**src/rtl/cp_remove_pkg.sv**
```systemverilog
// Shared constants and FSM encoding for the OFDM cyclic-prefix removal stage.
// Constants only: no latency, no flow control.
package cp_remove_pkg;

  localparam int FFT_N        = 512;
  localparam int CP_LEN_SAMP  = 32;
  localparam int MAX_NUM      = 10;
  localparam int SYM_MAX_DFLT = MAX_NUM - 3;
  localparam int SAMP_DW      = 12;
  localparam int IDLE_TIMEOUT = 1023;
  localparam int SYM_IDX_W    = 3;

  typedef enum logic [2:0] {
    ST_IDLE,
    ST_SKIP,
    ST_DATA,
    ST_TAIL,
    ST_DONE
  } state_t;

endpackage

```
**src/rtl/cp_remove_if.sv**
```systemverilog
// Sample-stream bundle: separated signal/payload samples in, useful FFT samples out.
// Valid-only: the sample stream has no ready, and it cannot be stalled.
interface cp_remove_if
  import cp_remove_pkg::*;
#(
  parameter int DW = SAMP_DW
);

  logic signed [DW-1:0]        di_re;
  logic signed [DW-1:0]        di_im;
  logic                        di_vld;
  logic signed [DW-1:0]        do_re;
  logic signed [DW-1:0]        do_im;
  logic                        do_vld;
  logic                        do_sop;
  logic                        do_eop;
  logic [SYM_IDX_W-1:0]        do_sym_idx;
  logic                        frame_done;
  logic                        frame_abort;

  modport slave (
    input  di_re, di_im, di_vld,
    output do_re, do_im, do_vld, do_sop, do_eop, do_sym_idx, frame_done, frame_abort
  );

  modport master (
    output di_re, di_im, di_vld,
    input  do_re, do_im, do_vld, do_sop, do_eop, do_sym_idx, frame_done, frame_abort
  );

endinterface

```
**src/rtl/cp_remove.sv**
```systemverilog
// Splits the sample stream into CP_LEN+N symbols, drops the CP, frames SYM_MAX symbols.
// Latency 1 cycle from an accepted sample to do_vld; no backpressure, gaps pass through.
module cp_remove
  import cp_remove_pkg::*;
#(
  parameter int N       = FFT_N,
  parameter int CP_LEN  = CP_LEN_SAMP,
  parameter int CP_SKIP = CP_LEN_SAMP,
  parameter int SYM_MAX = SYM_MAX_DFLT,
  parameter int TIMEOUT = IDLE_TIMEOUT
) (
  input  logic      clk,
  input  logic      rst,
  cp_remove_if.slave bus
);

  localparam int SW = $clog2(CP_LEN + N);
  localparam int IW = $clog2(TIMEOUT + 1);

  localparam logic [SW-1:0]        SKIP_END = SW'(CP_SKIP);
  localparam logic [SW-1:0]        DATA_END = SW'(CP_SKIP + N - 1);
  localparam logic [SW-1:0]        SYM_END  = SW'(CP_LEN + N - 1);
  localparam logic [SYM_IDX_W-1:0] LAST_SYM = SYM_IDX_W'(SYM_MAX - 1);
  localparam logic [IW-1:0]        IDLE_LIM = IW'(TIMEOUT);

  state_t               state, state_nxt;
  logic [SW-1:0]        samp_cnt, samp_nxt, cur_samp, samp_inc;
  logic [SYM_IDX_W-1:0] sym_cnt, sym_nxt, cur_sym;
  logic [IW-1:0]        idle_cnt, idle_nxt;
  logic                 accept, pass, sop_nxt, eop_nxt, done_nxt, abort_nxt;

  always_comb begin
    state_nxt = state;
    samp_nxt  = samp_cnt;
    sym_nxt   = sym_cnt;
    idle_nxt  = idle_cnt;
    accept    = 1'b0;
    done_nxt  = 1'b0;
    abort_nxt = 1'b0;
    // The sample that wakes IDLE is position 0 of symbol 0.
    cur_samp  = (state == ST_IDLE) ? '0 : samp_cnt;
    cur_sym   = (state == ST_IDLE) ? '0 : sym_cnt;
    samp_inc  = cur_samp + 1'b1;

    unique case (state)
      ST_IDLE: begin
        accept   = bus.di_vld;
        idle_nxt = '0;
      end
      ST_SKIP, ST_DATA, ST_TAIL: begin
        if (bus.di_vld) begin
          accept   = 1'b1;
          idle_nxt = '0;
        end else if (idle_cnt == IDLE_LIM) begin
          abort_nxt = 1'b1;
          state_nxt = ST_IDLE;
          samp_nxt  = '0;
          sym_nxt   = '0;
          idle_nxt  = '0;
        end else begin
          idle_nxt = idle_cnt + 1'b1;
        end
      end
      ST_DONE: begin
        done_nxt  = 1'b1;
        state_nxt = ST_IDLE;
      end
      default: state_nxt = ST_IDLE;
    endcase

    pass    = accept && (state == ST_DATA || (state == ST_IDLE && SKIP_END == '0));
    sop_nxt = pass && (cur_samp == SKIP_END);
    eop_nxt = pass && (cur_samp == DATA_END);

    if (accept) begin
      if (cur_samp == SYM_END) begin
        samp_nxt = '0;
        if (cur_sym == LAST_SYM) begin
          sym_nxt   = '0;
          state_nxt = ST_DONE;
        end else begin
          sym_nxt   = cur_sym + 1'b1;
          state_nxt = (SKIP_END == '0) ? ST_DATA : ST_SKIP;
        end
      end else begin
        samp_nxt = samp_inc;
        if (samp_inc < SKIP_END)       state_nxt = ST_SKIP;
        else if (samp_inc <= DATA_END) state_nxt = ST_DATA;
        else                           state_nxt = ST_TAIL;
      end
    end
  end

  always_ff @(posedge clk or negedge rst) begin
    if (!rst) begin
      state           <= ST_IDLE;
      samp_cnt        <= '0;
      sym_cnt         <= '0;
      idle_cnt        <= '0;
      bus.do_re       <= '0;
      bus.do_im       <= '0;
      bus.do_vld      <= 1'b0;
      bus.do_sop      <= 1'b0;
      bus.do_eop      <= 1'b0;
      bus.do_sym_idx  <= '0;
      bus.frame_done  <= 1'b0;
      bus.frame_abort <= 1'b0;
    end else begin
      state           <= state_nxt;
      samp_cnt        <= samp_nxt;
      sym_cnt         <= sym_nxt;
      idle_cnt        <= idle_nxt;
      bus.do_vld      <= pass;
      bus.do_sop      <= sop_nxt;
      bus.do_eop      <= eop_nxt;
      bus.frame_done  <= done_nxt;
      bus.frame_abort <= abort_nxt;
      // Sample and index registers hold across gaps.
      if (pass) begin
        bus.do_re      <= bus.di_re;
        bus.do_im      <= bus.di_im;
        bus.do_sym_idx <= cur_sym;
      end
    end
  end

endmodule

```
**src/flat_wrapper.sv**
```systemverilog
// flat-port wrapper written by rule: the top's interface ports become plain ports
module cp_remove_flat import cp_remove_pkg::*;
#(
  parameter int N       = FFT_N,
  parameter int CP_LEN  = CP_LEN_SAMP,
  parameter int CP_SKIP = CP_LEN_SAMP,
  parameter int SYM_MAX = SYM_MAX_DFLT,
  parameter int TIMEOUT = IDLE_TIMEOUT
)
  (clk, rst, bus_di_re, bus_di_im, bus_di_vld, bus_do_re, bus_do_im, bus_do_vld, bus_do_sop, bus_do_eop, bus_do_sym_idx, bus_frame_done, bus_frame_abort);
  cp_remove_if #(.DW(SAMP_DW)) bus_i ();
  input  logic clk;
  input  logic rst;
  input wire logic [$bits(bus_i.di_re)-1:0] bus_di_re;
  input wire logic [$bits(bus_i.di_im)-1:0] bus_di_im;
  input wire logic [$bits(bus_i.di_vld)-1:0] bus_di_vld;
  output wire logic [$bits(bus_i.do_re)-1:0] bus_do_re;
  output wire logic [$bits(bus_i.do_im)-1:0] bus_do_im;
  output wire logic [$bits(bus_i.do_vld)-1:0] bus_do_vld;
  output wire logic [$bits(bus_i.do_sop)-1:0] bus_do_sop;
  output wire logic [$bits(bus_i.do_eop)-1:0] bus_do_eop;
  output wire logic [$bits(bus_i.do_sym_idx)-1:0] bus_do_sym_idx;
  output wire logic [$bits(bus_i.frame_done)-1:0] bus_frame_done;
  output wire logic [$bits(bus_i.frame_abort)-1:0] bus_frame_abort;
  assign bus_i.di_re = bus_di_re;
  assign bus_i.di_im = bus_di_im;
  assign bus_i.di_vld = bus_di_vld;
  assign bus_do_re = bus_i.do_re;
  assign bus_do_im = bus_i.do_im;
  assign bus_do_vld = bus_i.do_vld;
  assign bus_do_sop = bus_i.do_sop;
  assign bus_do_eop = bus_i.do_eop;
  assign bus_do_sym_idx = bus_i.do_sym_idx;
  assign bus_frame_done = bus_i.frame_done;
  assign bus_frame_abort = bus_i.frame_abort;
  cp_remove #(.N(N), .CP_LEN(CP_LEN), .CP_SKIP(CP_SKIP), .SYM_MAX(SYM_MAX), .TIMEOUT(TIMEOUT)) u_core (.clk(clk), .rst(rst), .bus(bus_i));
endmodule
```
**config.mk**
```make
export PLATFORM = sky130hd
export DESIGN_NAME = cp_remove_flat
export DESIGN_NICKNAME = d
export VERILOG_FILES = /design/src/rtl/cp_remove_pkg.sv /design/src/rtl/cp_remove_if.sv /design/src/rtl/cp_remove.sv /design/src/flat_wrapper.sv
export SDC_FILE = /design/constraint.sdc
export NUM_CORES = 1
export LEC_CHECK = 0
export ABC_CLOCK_PERIOD_IN_PS = 2500
export CAP_MARGIN = 20
export CORE_ASPECT_RATIO = 0.75
export CORE_UTILIZATION = 45
export CTS_BUF_LIST = sky130_fd_sc_hd__clkbuf_16
export DETAILED_ROUTE_END_ITERATION = 6
export PLACE_DENSITY = 0.75
export RECOVER_POWER = 100
export SETUP_SLACK_MARGIN = 0.1
export SYNTH_ARGS = -nofsm -noshare
export SYNTH_HDL_FRONTEND = slang
export SYNTH_SLANG_ARGS = --single-unit
```
**constraint.sdc**
```tcl
create_clock -name clk -period 2.5 [get_ports clk]
set_input_delay 0.625 -clock clk [delete_from_list [all_inputs] [get_ports clk]]
set_output_delay 0.625 -clock clk [all_outputs]
set_load 0.1 [all_outputs]
```
* Word level (Yosys, flattened, before mapping) *
Index checks and enable logic that the tools add are counted.

word-level totals
  output and inout port bits = 32
  bits in registers = 58
  word-level logic and storage cells = 69

operators by class
  $add $sub $neg = 3
  muxes and demuxes = 30
  $lt $le $gt $ge = 2
  reductions and logical operators = 10
  eq/ne operators = 12

operator list
  kind                   count
  $mux 10                8
  $mux 3                 13
  $add 10x1->10 const B  2
  $eq 10x10->1 const B   2
  $pmux 10 s2            1
  $eq 10x6->1 const B    1
  $le 10x10->1 const B   1
  $lt 10x6->1 const B    1
  $eq 3x2->1 const B     2
  $eq 3x3->1 const B     2
  $mux 1                 6
  $pmux 3 s2             1
  $reduce_and 3->1       2
  $reduce_bool 2->1      3
  $ne 2x1->1 const B     2
  $add 3x1->3 const B    1
  $eq 3x1->1 const B     1
  $logic_and 1x1->1      3
  $logic_not 3->1        1
  $ne 3x1->1 const B     1
  $ne 3x2->1 const B     1
  $reduce_or 3->1        1
  $pmux 1 s2             1

* Depth between registers and ports, before layout *
Gate-level depths: netlist (run 1).

  word-level depth = 8
  depth in mapped cells = 10
  depth with buffers taken out = 9

* Worst setup path after synthesis (run 1) *
OpenSTA, ideal clock, no wires.

  path kind = register to register
  start point = reg u_core.state[2]
  end point = reg u_core.state[0]
  setup slack = 0.048 ns
  stages on the path, launching flop included = 9
  data arrival time = 2.383 ns
  period minus slack after synthesis = 2.452 ns
  buffers on the path = 0
  required time = 2.431 ns
  cell sequence = dfrtp_1 -> or3_1 -> and2_1 -> ha_1 -> and3_4 -> xnor2_1 -> a311o_1 -> a2111o_1 -> nand3_1

between the ends
  cells in the longest elaborated chain, start to end = 8
  elaborated cells between the ends (all ways) = 23
  classes of those cells = add/sub: 1; order compare: 2; eq/ne: 8; mux: 9; reduce/logical: 3

ends and longest elaborated chain
  element                 line                                               source
  start, declared         cp_remove.sv:26                                    state_t state, state_nxt;
  start signal, assigned  cp_remove.sv:109                                   state <= state_nxt;
  $logic_not 3->1         cp_remove.sv:41, cp_remove.sv:42, cp_remove.sv:45
  $mux 10                 cp_remove.sv:41                                    cur_samp = (state == ST_IDLE) ? '0 : samp_cnt;
  $add 10x1->10           cp_remove.sv:43                                    samp_inc = cur_samp + 1'b1;
  $le 10x10->1            cp_remove.sv:88                                    else if (samp_inc <= DATA_END) state_nxt = ST_DATA;
  $mux 1                  cp_remove.sv:88
  $mux 3                  cp_remove.sv:87                                    if (samp_inc < SKIP_END) state_nxt = ST_SKIP;
  $mux 3                  cp_remove.sv:76                                    if (cur_samp == SYM_END) begin
  $mux 3                  cp_remove.sv:75                                    if (accept) begin

Parallel ways exist; a longest one is shown, timed or not.
A chain may end at the register's enable or synchronous reset.

* Worst setup path in the final report (run 1) *
  start point = reg u_core.state[0]
  end point = reg u_core.state[0]

Same word-level chain as after synthesis.

==> results of run 1 <==
==> registers in the layout (all words and copies together) (netlist names) <==
name / count
u_core.bus.do_im: 12
u_core.idle_cnt: 10
u_core.bus.frame_abort: 1
u_core.state: 3
u_core.bus.frame_done: 1
u_core.bus.do_eop: 1
u_core.bus.do_re: 12
u_core.sym_cnt: 3
u_core.bus.do_sym_idx: 3
u_core.bus.do_vld: 1
u_core.bus.do_sop: 1
u_core.samp_cnt: 10
==> cells in the mapped netlist (4+ instances only) <==
| cell | instances |
|---|---|
| a22o_1 | 4 |
| nor3_1 | 10 |
| a21oi_1 | 7 |
| mux2_2 | 27 |
| nor2_1 | 23 |
| o21ai_0 | 21 |
| buf_2 | 5 |
| nand3_1 | 11 |
| inv_1 | 4 |
| xnor2_1 | 4 |
| nand2_1 | 23 |
| dfrtp_1 | 58 |
| and2_1 | 4 |
| nand4_1 | 6 |
==> final cells by class <==
cell class              count  area [um^2]  share of cell area (%)
inverters                   4         15.0                   0.415
well taps                  78         97.6                    2.70
repair buffers             77          517                    14.3
clock buffers               9          225                    6.22
clock inverters             7         85.1                    2.35
multi-input cells         182         1230                    34.0
flip-flops and latches     58         1450                    40.1
==> per-layer routing <==
layer  vias up  global-route usage, %  routed length, um
met5         -                      0                  0
met4         0                   6.88                 70
met1      1048                   28.7               2800
li1       1070                      -                  -
met2        98                   31.2               2750
met3         8                   6.58                463
==> critical path, cell delays in order, from the launching register on <==
cell and delay (ns):
dfrtp_1 0.39, or3_4 0.42, and2_4 0.17, ha_4 0.17, and3_4 0.19, xnor2_1 0.12, a311o_1 0.38, a2111o_1 0.36
nand3_1 0.08
==> how the worst max path moves through the flow <==
stage                                startpoint                              to  slack [ns]  cells past startpoint
floorplan           u_core.state[2]$_DFFE_PN0P_     u_core.state[0]$_DFFE_PN0P_        0.13                      8
global placement    u_core.state[2]$_DFFE_PN0P_     u_core.state[0]$_DFFE_PN0P_        0.14                      8
detailed placement  u_core.state[2]$_DFFE_PN0P_     u_core.state[0]$_DFFE_PN0P_        0.07                      8
CTS                 u_core.state[2]$_DFFE_PN0P_     u_core.state[0]$_DFFE_PN0P_        0.11                      8
global route                         bus_di_vld  u_core.samp_cnt[4]$_DFFE_PN0P_        0.05                      7
finish              u_core.state[0]$_DFFE_PN0P_     u_core.state[0]$_DFFE_PN0P_        0.15                      8
==> repair_timing <==
item | 4_1_cts | 5_1_grt
pin swaps | 1 | 5
hold buffers | 0 | 0
setup buffers | 0 | 3
endpoints found under the setup margin | 1 | 8
resized for setup | 0 | 6
==> power by group <==
| group | internal [mW] | switching [mW] |
|---|---|---|
| sequential | 1.05 | 0.0643 |
| combinational | 0.203 | 0.817 |
| clock | 0.859 | 0.405 |
| total | 2.11 | 1.29 |
==> per-stage QoR <==
step	area (um^2)	total power, mW
after floorplan	2720	1.94
after global placement	3410	2.21
after detailed placement	3410	2.22
after CTS	3720	3.50
after global routing	3620	3.52
final	3620	3.40
==> cells by family after synthesis <==
family,after synthesis,synth area share (%)
adders and majority gates,3,1.39
muxes,28,11.6
buffers and inverters,13,2.08
xor gates and xnor gates,7,2.26
AOI/OAI and AO/OA,46,10.8
and+or+nand+nor,98,18.3
DFF,58,53.6
==> summary.txt, run 1 <==
setup TNS - 0 ns
Starting Density - 46.8%
Slew headroom - 19.7%
IO Port Bufs - 58
pwr/cell area - 938 nW/um^2
Routed Antenna Nets - 0
leakage power - 1.57 nW
crit share post-route - 94.2%
Worst R2R Path Depth - 8
most frequent cells in the layout - 58 x dfrtp_1, 34 x clkbuf_1, 27 x mux2_2
Final Worst Setup Slack - 0.145 ns
share of cells above drive strength 1 - 20.8%
vias in the first global route - 2128
Yosys reg bits - 58
routed wire length per instance - 14.7 um
# IOs - 59
initial antenna violation count - 0
MaxCap Viol Count - 0
Skew-Pair Late Insertion Delay - 0.32 ns
Post-DP HPWL - 4250 um
pre-CTS WS - 0.0652 ns
CP Launch Type - flop
Pre-antenna DRT Iters - 4
first-pass GRT wire length - 10100 um
fillers - 489
Synth Warn # - 0
GRT overflow - 0
CTS Root Cell - clkbuf_16
max frequency - 425 MHz
WP data arrival - 2.61 ns
number of nets in the layout - 362
final cell count without fillers - 415
Clock transition at path regs - 0.05 ns
post-route minimum period - 2.35 ns
Setup crit end kind - flop
die area - 6340 um^2
Post-synth EDFFs - 0
r2r startpoint - u_core.state[0]$_DFFE_PN0P_
Mapped Nets - 283
Clock Skew - 0.00522 ns
Netlist cell types - 46
CTS buffer count - 9
critical path class - flop to flop
gr usage total - 20.8%
top cells by area, synth - dfrtp_1 54%, mux2_2 11%, o21ai_0 3.9%
vias per cell - 5.36
Cell Rows - 24
Initial DRC Count - 151
CTS tree - done
Die X - 91.6 um
die height - 69.2 um
clock sink total - 58
reg-to-reg endpoint - u_core.state[0]$_DFFE_PN0P_
area leader, netlist - dfrtp_1
WL final - 6090 um
Max VDD drop - 0.000632 V
most common cell after layout, fill and taps aside - dfrtp_1
Inserted Diodes - 0
Synth-to-Final Area Change - 33.6%
unrepaired setup endpoints after global routing - no
Mapped Cells - 253
Final Core Density - 62.5%
top fanout value on the critical path - 5
top-area cell type share of the netlist area - 53.6%
sequential share of the synthesized area - 53.6%
Top FF cell, synth - dfrtp_1
largest net degree at the start of global routing - 24
Core Footprint - 5800 um^2
HP Class - input port to asynchronous set/reset pin
Setup Viol. Count Final - 0
ys async rst share - 100%
Fin. Hold Viols - 0
CTS max path bufs - 2
worst slew pin tran - 1.21 ns
Mapped Avg Cell Area - 10.7 um^2
Slew Viols, Final - 0
FF-to-FF setup slack - 0.15 ns
DR DRC count - 0
cell area after synthesis - 2710 um^2
placed cells - 396
status - finished clean
Routability Congestion - 0.862
CTS H-tree depth - 3
Worst EP required - 2.76 ns
worst hold slack - 0.358 ns
routed vias - 2224
No activity file was read; power rests on OpenSTA's default activity.
==> run 2: changes to the inputs <==
--- a/config.mk
+++ b/config.mk
@@ -11,6 +11,7 @@
 export CORE_UTILIZATION = 45
 export CTS_BUF_LIST = sky130_fd_sc_hd__clkbuf_16
 export DETAILED_ROUTE_END_ITERATION = 6
+export GPL_ROUTABILITY_DRIVEN = 0
 export PLACE_DENSITY = 0.75
 export RECOVER_POWER = 100
 export SETUP_SLACK_MARGIN = 0.1
==> run 2 against run 1 <==
  * Non-clock buffer count down 3
  * Sequential power is essentially flat
  * Clock skew grew 0.0023 ns
  * Sequential share of layout area increased by 0.26 points
==> summary.txt, run 2 (synthesis gave the netlist of run 1 again) <==
CP Launch Type - flop (unchanged)
CTS tree - done (unchanged)
final cell count without fillers - 412 (was 415)
routed vias - 2230 (was 2224)
leakage power - 1.56 nW (was 1.57 nW)
met3 usage - 6.47% (was 6.58%)
Setup Viol. Count Final - 0 (unchanged)
CTS buffer count - 9 (unchanged)
clock sink total - 58 (unchanged)
unrepaired setup endpoints after global routing - no (unchanged)
setup TNS - 0 ns (unchanged)
Core Footprint - 5800 um^2 (unchanged)
GRT busiest layer - met2 (unchanged)
largest net degree at the start of global routing - 36 (was 24)
Slew Viols, Final - 0 (unchanged)
Fin. Hold Viols - 0 (unchanged)
Routed Antenna Nets - 0 (unchanged)
number of nets in the layout - 359 (was 362)
pwr/cell area - 942 nW/um^2 (was 938 nW/um^2)
most frequent cells in the layout - 58 x dfrtp_1, 33 x clkbuf_1, 27 x mux2_2 (was 58 x dfrtp_1, 34 x clkbuf_1, 27 x mux2_2)
clock share of power - 37.3% (was 37.2%)
Slew headroom - 9.51% (was 19.7%)
routed wire length per instance - 14.8 um (was 14.7 um)
cells along the critical path - or3_4, nand2_1, inv_1, ha_4, and3_4, xnor2_1, a311o_1, a2111o_1, nand3_1 (was or3_4, and2_4, ha_4, and3_4, xnor2_1, a311o_1, a2111o_1, nand3_1)
share of cells above drive strength 1 - 19.8% (was 20.8%)
Largest stage delay, worst path - 0.41 ns (was 0.42 ns)
# IOs - 59 (unchanged)
Inserted Diodes - 0 (unchanged)
critical path class - flop to flop (unchanged)
delay-heaviest family, CP - simple AND/OR/NAND/NOR gates (unchanged)
FF-to-FF setup slack - 0.13 ns (was 0.15 ns)
IO Port Bufs - 58 (unchanged)
max frequency - 422 MHz (was 425 MHz)
r2r startpoint - u_core.state[1]$_DFFE_PN0P_ (was u_core.state[0]$_DFFE_PN0P_)
Power Internal - 2.10 mW (was 2.11 mW)
Crit. Startpoint - u_core.state[1]$_DFFE_PN0P_ (was u_core.state[0]$_DFFE_PN0P_)
Initial DRC Count - 117 (was 151)
status - finished clean (unchanged)
GRT met2 Usage - 30.0% (was 31.2%)
Setup crit end kind - flop (unchanged)
GRT overflow - 0 (unchanged)
first-pass GRT wire length - 10100 um (about the same)
Worst R2R Path Depth - 9 (was 8)
MaxCap Viol Count - 0 (unchanged)
HP Class - flop to flop (was input port to asynchronous set/reset pin)
Skew-Pair Late Insertion Delay - 0.33 ns (was 0.32 ns)
Flop pwr share - 33.1% (was 32.7%)
Starting Density - 46.8% (unchanged)
worst slew pin tran - 1.36 ns (was 1.21 ns)
Post-DP HPWL - 4310 um (was 4250 um)
vias per cell - 5.41 (was 5.36)
slowest cell on the critical path - a2111o_1 (was or3_4)
die area - 6340 um^2 (unchanged)
placed cells - 393 (was 396)
CP endpoint - u_core.state[0]$_DFFE_PN0P_ (unchanged)
DR DRC count - 0 (unchanged)
WP buf/inv - 1 (was 0)
gr usage total - 20.5% (was 20.8%)
cts hold-fix bufs - 0 (unchanged)
WL final - 6100 um (was 6090 um)
CTS max path bufs - 2 (unchanged)
sw frac - 38.0% (was 37.9%)
Cell Rows - 24 (unchanged)
Worst EP required - 2.76 ns (about the same)
Worst path depth - 9 (was 8)
cell area after layout - 3600 um^2 (was 3620 um^2)
CTS Root Cell - clkbuf_16 (unchanged)
Clock Skew - 0.00757 ns (was 0.00522 ns)
Max VDD drop - 0.000550 V (was 0.000632 V)
post-route minimum period - 2.37 ns (was 2.35 ns)
global routing usage on met1 - 28.4% (was 28.7%)
most common cell after layout, fill and taps aside - dfrtp_1 (unchanged)
Switching Power - 1.29 mW (about the same)
Cell Area, Placed - 3380 um^2 (was 3410 um^2)
initial antenna violation count - 0 (unchanged)
CTS H-tree depth - 3 (unchanged)
Clock transition at path regs - 0.05 ns (about the same)
Synth-to-Final Area Change - 32.7% (was 33.6%)
crit share post-route - 94.7% (was 94.2%)
top fanout value on the critical path - 5 (unchanged)
Pre-antenna DRT Iters - 4 (unchanged)
Die X - 91.6 um (unchanged)
die height - 69.2 um (unchanged)
reg-to-reg endpoint - u_core.state[0]$_DFFE_PN0P_ (unchanged)
top flop regs - u_core.bus.do_im: 12 flops, u_core.bus.do_re: 12 flops (unchanged)
vias in the first global route - 2116 (was 2128)
WP data arrival - 2.63 ns (was 2.61 ns)
combinational power share - 29.6% (was 30.0%)
[run 2: routing by layer]
layer / vias up / wire length [um]
met2: 89 / 2680
met4: 0 / 83
met1: 1060 / 2850
met5: - / 0
li1: 1071 / -
met3: 10 / 481
[run 2: stage by stage]
stage | util, % | total power, mW | hold WS [ns] | setup WS [ns]
after floorplan | - | 1.94 | 0.329 | 0.129
after CTS | 63.8 | 3.49 | 0.311 | 0.126
after global routing | 62.1 | 3.51 | 0.515 | 0.0626
after global placement | 58.4 | 2.19 | 0.490 | 0.0530
after detailed placement | 58.4 | 2.21 | 0.497 | 0.0374
final | 62.1 | 3.39 | 0.504 | 0.133
[run 2: area by class of cell]
class | count | area [um^2]
inverter | 4 | 15.0
clock buffer | 9 | 225
timing repair buffer | 74 | 498
multi-input combinational | 182 | 1220
sequential | 58 | 1450
fill | 484 | 2200
tap | 78 | 97.6
clock inverter | 7 | 85.1
[run 2: worst min-delay path by stage]
stage / start / to / slack [ns] / cells after the start
global placement: u_core.bus.do_im[6]$_DFFE_PN0P_ / u_core.bus.do_im[6]$_DFFE_PN0P_ / 0.49 / 1
finish: u_core.bus.do_re[6]$_DFFE_PN0P_ / u_core.bus.do_re[6]$_DFFE_PN0P_ / 0.50 / 1
floorplan: rst / u_core.bus.do_eop$_DFF_PN0_ / 0.33 / 0
CTS: rst / u_core.samp_cnt[8]$_DFFE_PN0P_ / 0.31 / 1
global route: u_core.bus.do_re[6]$_DFFE_PN0P_ / u_core.bus.do_re[6]$_DFFE_PN0P_ / 0.51 / 1
detailed placement: u_core.bus.do_re[6]$_DFFE_PN0P_ / u_core.bus.do_re[6]$_DFFE_PN0P_ / 0.50 / 1
[run 2: what timing repair did]
action	in CTS	in global routing
setup endpoints to repair	1	6
pin swaps	1	2
buffers inserted	0	3
gates cloned	0	0
resized for setup	1	2
[run 2: power by group through the flow]
| stage | registers (mW) | clock network, mW | logic, mW |
|---|---|---|---|
| after floorplan | 1.77 | 0 | 0.164 |
| after global placement | 1.13 | 0 | 1.06 |
| after detailed placement | 1.14 | 0 | 1.07 |
| after CTS | 1.12 | 1.29 | 1.07 |
| after global routing | 1.14 | 1.33 | 1.04 |
| final | 1.12 | 1.27 | 1.00 |
==> run 3: changes to the inputs <==
--- a/config.mk
+++ b/config.mk
@@ -8,6 +8,7 @@
 export ABC_CLOCK_PERIOD_IN_PS = 2500
 export CAP_MARGIN = 20
 export CORE_ASPECT_RATIO = 0.75
+export CORE_MARGIN = 2
 export CORE_UTILIZATION = 45
 export CTS_BUF_LIST = sky130_fd_sc_hd__clkbuf_16
 export DETAILED_ROUTE_END_ITERATION = 6
==> run 3 against run 2 <==
  * First-iteration DRC count is 75% higher
  * Critical path depth shrank 1
  * Core utilization is 1.0 points lower
  * Final cell count down 0.24%
  * Hold slack lost 0.0020 ns
  * Global-route usage hardly changed
  * Via count grew 1.2%
  * Largest power group unchanged
  * Highest routed layer unchanged
  * Combinational power barely moved
  * Sequential share of layout area grew 0.47 points
==> summary.txt, run 3 (synthesis gave the netlist of run 1 again) <==
Initial DRC Count - 205 (was 117)
first-pass GRT wire length - 10600 um (was 10100 um)
largest net degree at the start of global routing - 31 (was 36)
Clock transition at path regs - 0.05 ns (about the same)
multi-input logic area - 1230 um^2 (was 1220 um^2)
Worst R2R Path Depth - 8 (was 9)
top flop regs - u_core.bus.do_im: 12 flops, u_core.bus.do_re: 12 flops (unchanged)
worst slew pin tran - 1.31 ns (was 1.36 ns)
status - finished clean (unchanged)
initial antenna violation count - 0 (unchanged)
Core Footprint - 5830 um^2 (was 5800 um^2)
routed vias - 2257 (was 2230)
Starting Density - 46.5% (was 46.8%)
vias in the first global route - 2252 (was 2116)
clock share of power - 35.2% (was 37.3%)
Slew headroom - 12.7% (was 9.51%)
most common cell after layout, fill and taps aside - dfrtp_1 (unchanged)
HP Class - flop to flop (unchanged)
Fin. Hold Viols - 0 (unchanged)
FF-to-FF setup slack - 0.11 ns (was 0.13 ns)
Setup Viol. Count Final - 0 (unchanged)
Reg area - 1450 um^2 (unchanged)
Worst EP required - 2.76 ns (about the same)
Routed Antenna Nets - 0 (unchanged)
min-delay src - u_core.bus.do_sym_idx[2]$_DFFE_PN0P_ (was u_core.bus.do_re[6]$_DFFE_PN0P_)
routed wire length per instance - 15.3 um (was 14.8 um)
crit share post-route - 95.5% (was 94.7%)
combinational power share - 30.6% (was 29.6%)
Switching Power - 1.29 mW (about the same)
most frequent cells in the layout - 58 x dfrtp_1, 32 x clkbuf_1, 27 x mux2_2 (was 58 x dfrtp_1, 33 x clkbuf_1, 27 x mux2_2)
CTS tree - done (unchanged)
Power Internal - 2.00 mW (was 2.10 mW)
clock sink total - 58 (unchanged)
Synth-to-Final Area Change - 31.2% (was 32.7%)
CTS H-tree depth - 3 (unchanged)
setup TNS - 0 ns (unchanged)
Skew-Pair Late Insertion Delay - 0.32 ns (was 0.33 ns)
share of cells above drive strength 1 - 20.4% (was 19.8%)
die height - 71.2 um (was 69.2 um)
fillers - 495 (was 484)
Inserted Diodes - 0 (unchanged)
pwr/cell area - 926 nW/um^2 (was 942 nW/um^2)
CTS buffer count - 9 (unchanged)
Cell Rows - 24 (unchanged)
gr usage total - 20.5% (about the same)
Max VDD drop - 0.000642 V (was 0.000550 V)
worst hold stages - 1 (unchanged)
Pre-antenna DRT Iters - 4 (unchanged)
top fanout value on the critical path - 5 (unchanged)
Die X - 93.6 um (was 91.6 um)
post-route minimum period - 2.39 ns (was 2.37 ns)
die area - 6670 um^2 (was 6340 um^2)
GRT overflow - 0 (unchanged)
sw frac - 39.2% (was 38.0%)
cts hold-fix bufs - 0 (unchanged)
Slew Viols, Final - 0 (unchanged)
r2r startpoint - u_core.state[0]$_DFFE_PN0P_ (was u_core.state[1]$_DFFE_PN0P_)
WP data arrival - 2.64 ns (was 2.63 ns)
IO Port Bufs - 58 (unchanged)
DR DRC count - 0 (unchanged)
leakage power - 1.55 nW (was 1.56 nW)
critical path class - flop to flop (unchanged)
CTS Root Cell - clkbuf_16 (unchanged)
reg-to-reg endpoint - u_core.state[0]$_DFFE_PN0P_ (unchanged)
number of nets in the layout - 358 (was 359)
# IOs - 59 (unchanged)
CP Launch Type - flop (unchanged)
MaxCap Viol Count - 0 (unchanged)
Flop pwr share - 34.2% (was 33.1%)
Tot Pwr - 3.29 mW (was 3.39 mW)
WL final - 6310 um (was 6100 um)
Post-DP HPWL - 4380 um (was 4310 um)
CTS max path bufs - 2 (unchanged)
vias per cell - 5.49 (was 5.41)
Clock Skew - 0.00559 ns (was 0.00757 ns)
unrepaired setup endpoints after global routing - yes (was no)
max frequency - 419 MHz (was 422 MHz)
Setup crit end kind - flop (unchanged)
worst min-delay path endpoint - u_core.bus.do_sym_idx[2]$_DFFE_PN0P_ (was u_core.bus.do_re[6]$_DFFE_PN0P_)
==> run 3: metrics by stage <==
stage	worst slack (ns)	instances	instance area, um^2	util (%)	hold WS (ns)
final	0.112	411	3560	61.0	0.502
after global routing	0.0290	411	3560	61.0	0.515
after CTS	0.127	409	3670	63.0	0.308
after detailed placement	0.0427	393	3380	58.1	0.497
after global placement	0.106	393	3380	58.1	0.492
after floorplan	0.129	253	2720	-	0.329
==> run 3: repair_timing <==
item	4_1_cts	5_1_grt
endpoints found under the setup margin	1	7
gates cloned	0	0
setup buffers	0	2
resized for setup	1	7
pin swaps	1	3
==> run 3: critical path, stage by stage (launching register included) <==
cell and delay (ns):
dfrtp_1 0.40, or3_4 0.43, and2_4 0.18, ha_4 0.17
and3_4 0.20, xnor2_1 0.12, a311o_1 0.37, a2111o_1 0.38
nand3_2 0.07
==> run 3: worst max-delay path by stage <==
stage                                startpoint                        endpoint  cells past startpoint
finish              u_core.state[0]$_DFFE_PN0P_     u_core.state[0]$_DFFE_PN0P_                      8
global route        u_core.state[0]$_DFFE_PN0P_     u_core.sym_cnt[2]$_DFF_PN0_                      8
CTS                 u_core.state[0]$_DFFE_PN0P_     u_core.state[0]$_DFFE_PN0P_                      8
detailed placement                   bus_di_vld  u_core.samp_cnt[2]$_DFFE_PN0P_                      6
global placement                     bus_di_vld  u_core.samp_cnt[2]$_DFFE_PN0P_                      6
floorplan           u_core.state[2]$_DFFE_PN0P_     u_core.state[0]$_DFFE_PN0P_                      8
==> run 3: power by group through the flow <==
stage / Clock [mW] / Combinational, mW / Sequential (mW)
2_1_floorplan: 0 / 0.164 / 1.77
3_3_place_gp: 0 / 1.06 / 1.13
5_1_grt: 1.23 / 1.05 / 1.14
3_5_place_dp: 0 / 1.08 / 1.14
4_1_cts: 1.19 / 1.08 / 1.13
6_report: 1.16 / 1.01 / 1.12
==> run 3: final cells by class <==
type | count | share of cell area [%]
Clock buffer | 9 | 6.33
Tap cell | 78 | 2.74
Clock inverter | 7 | 1.69
Timing Repair Buffer | 73 | 13.4
Sequential cell | 58 | 40.8
Inverter | 4 | 0.422
Multi-Input combinational cell | 182 | 34.6
==> run 3: layer usage <==
| metal | global-route usage [%] | up-vias | wire length, um |
|---|---|---|---|
| met5 | 0 | - | 0 |
| li1 | - | 1067 | - |
| met1 | 28.1 | 1080 | 2800 |
| met3 | 7.03 | 15 | 486 |
| met2 | 30.1 | 95 | 2910 |
| met4 | 8.53 | 0 | 110 |
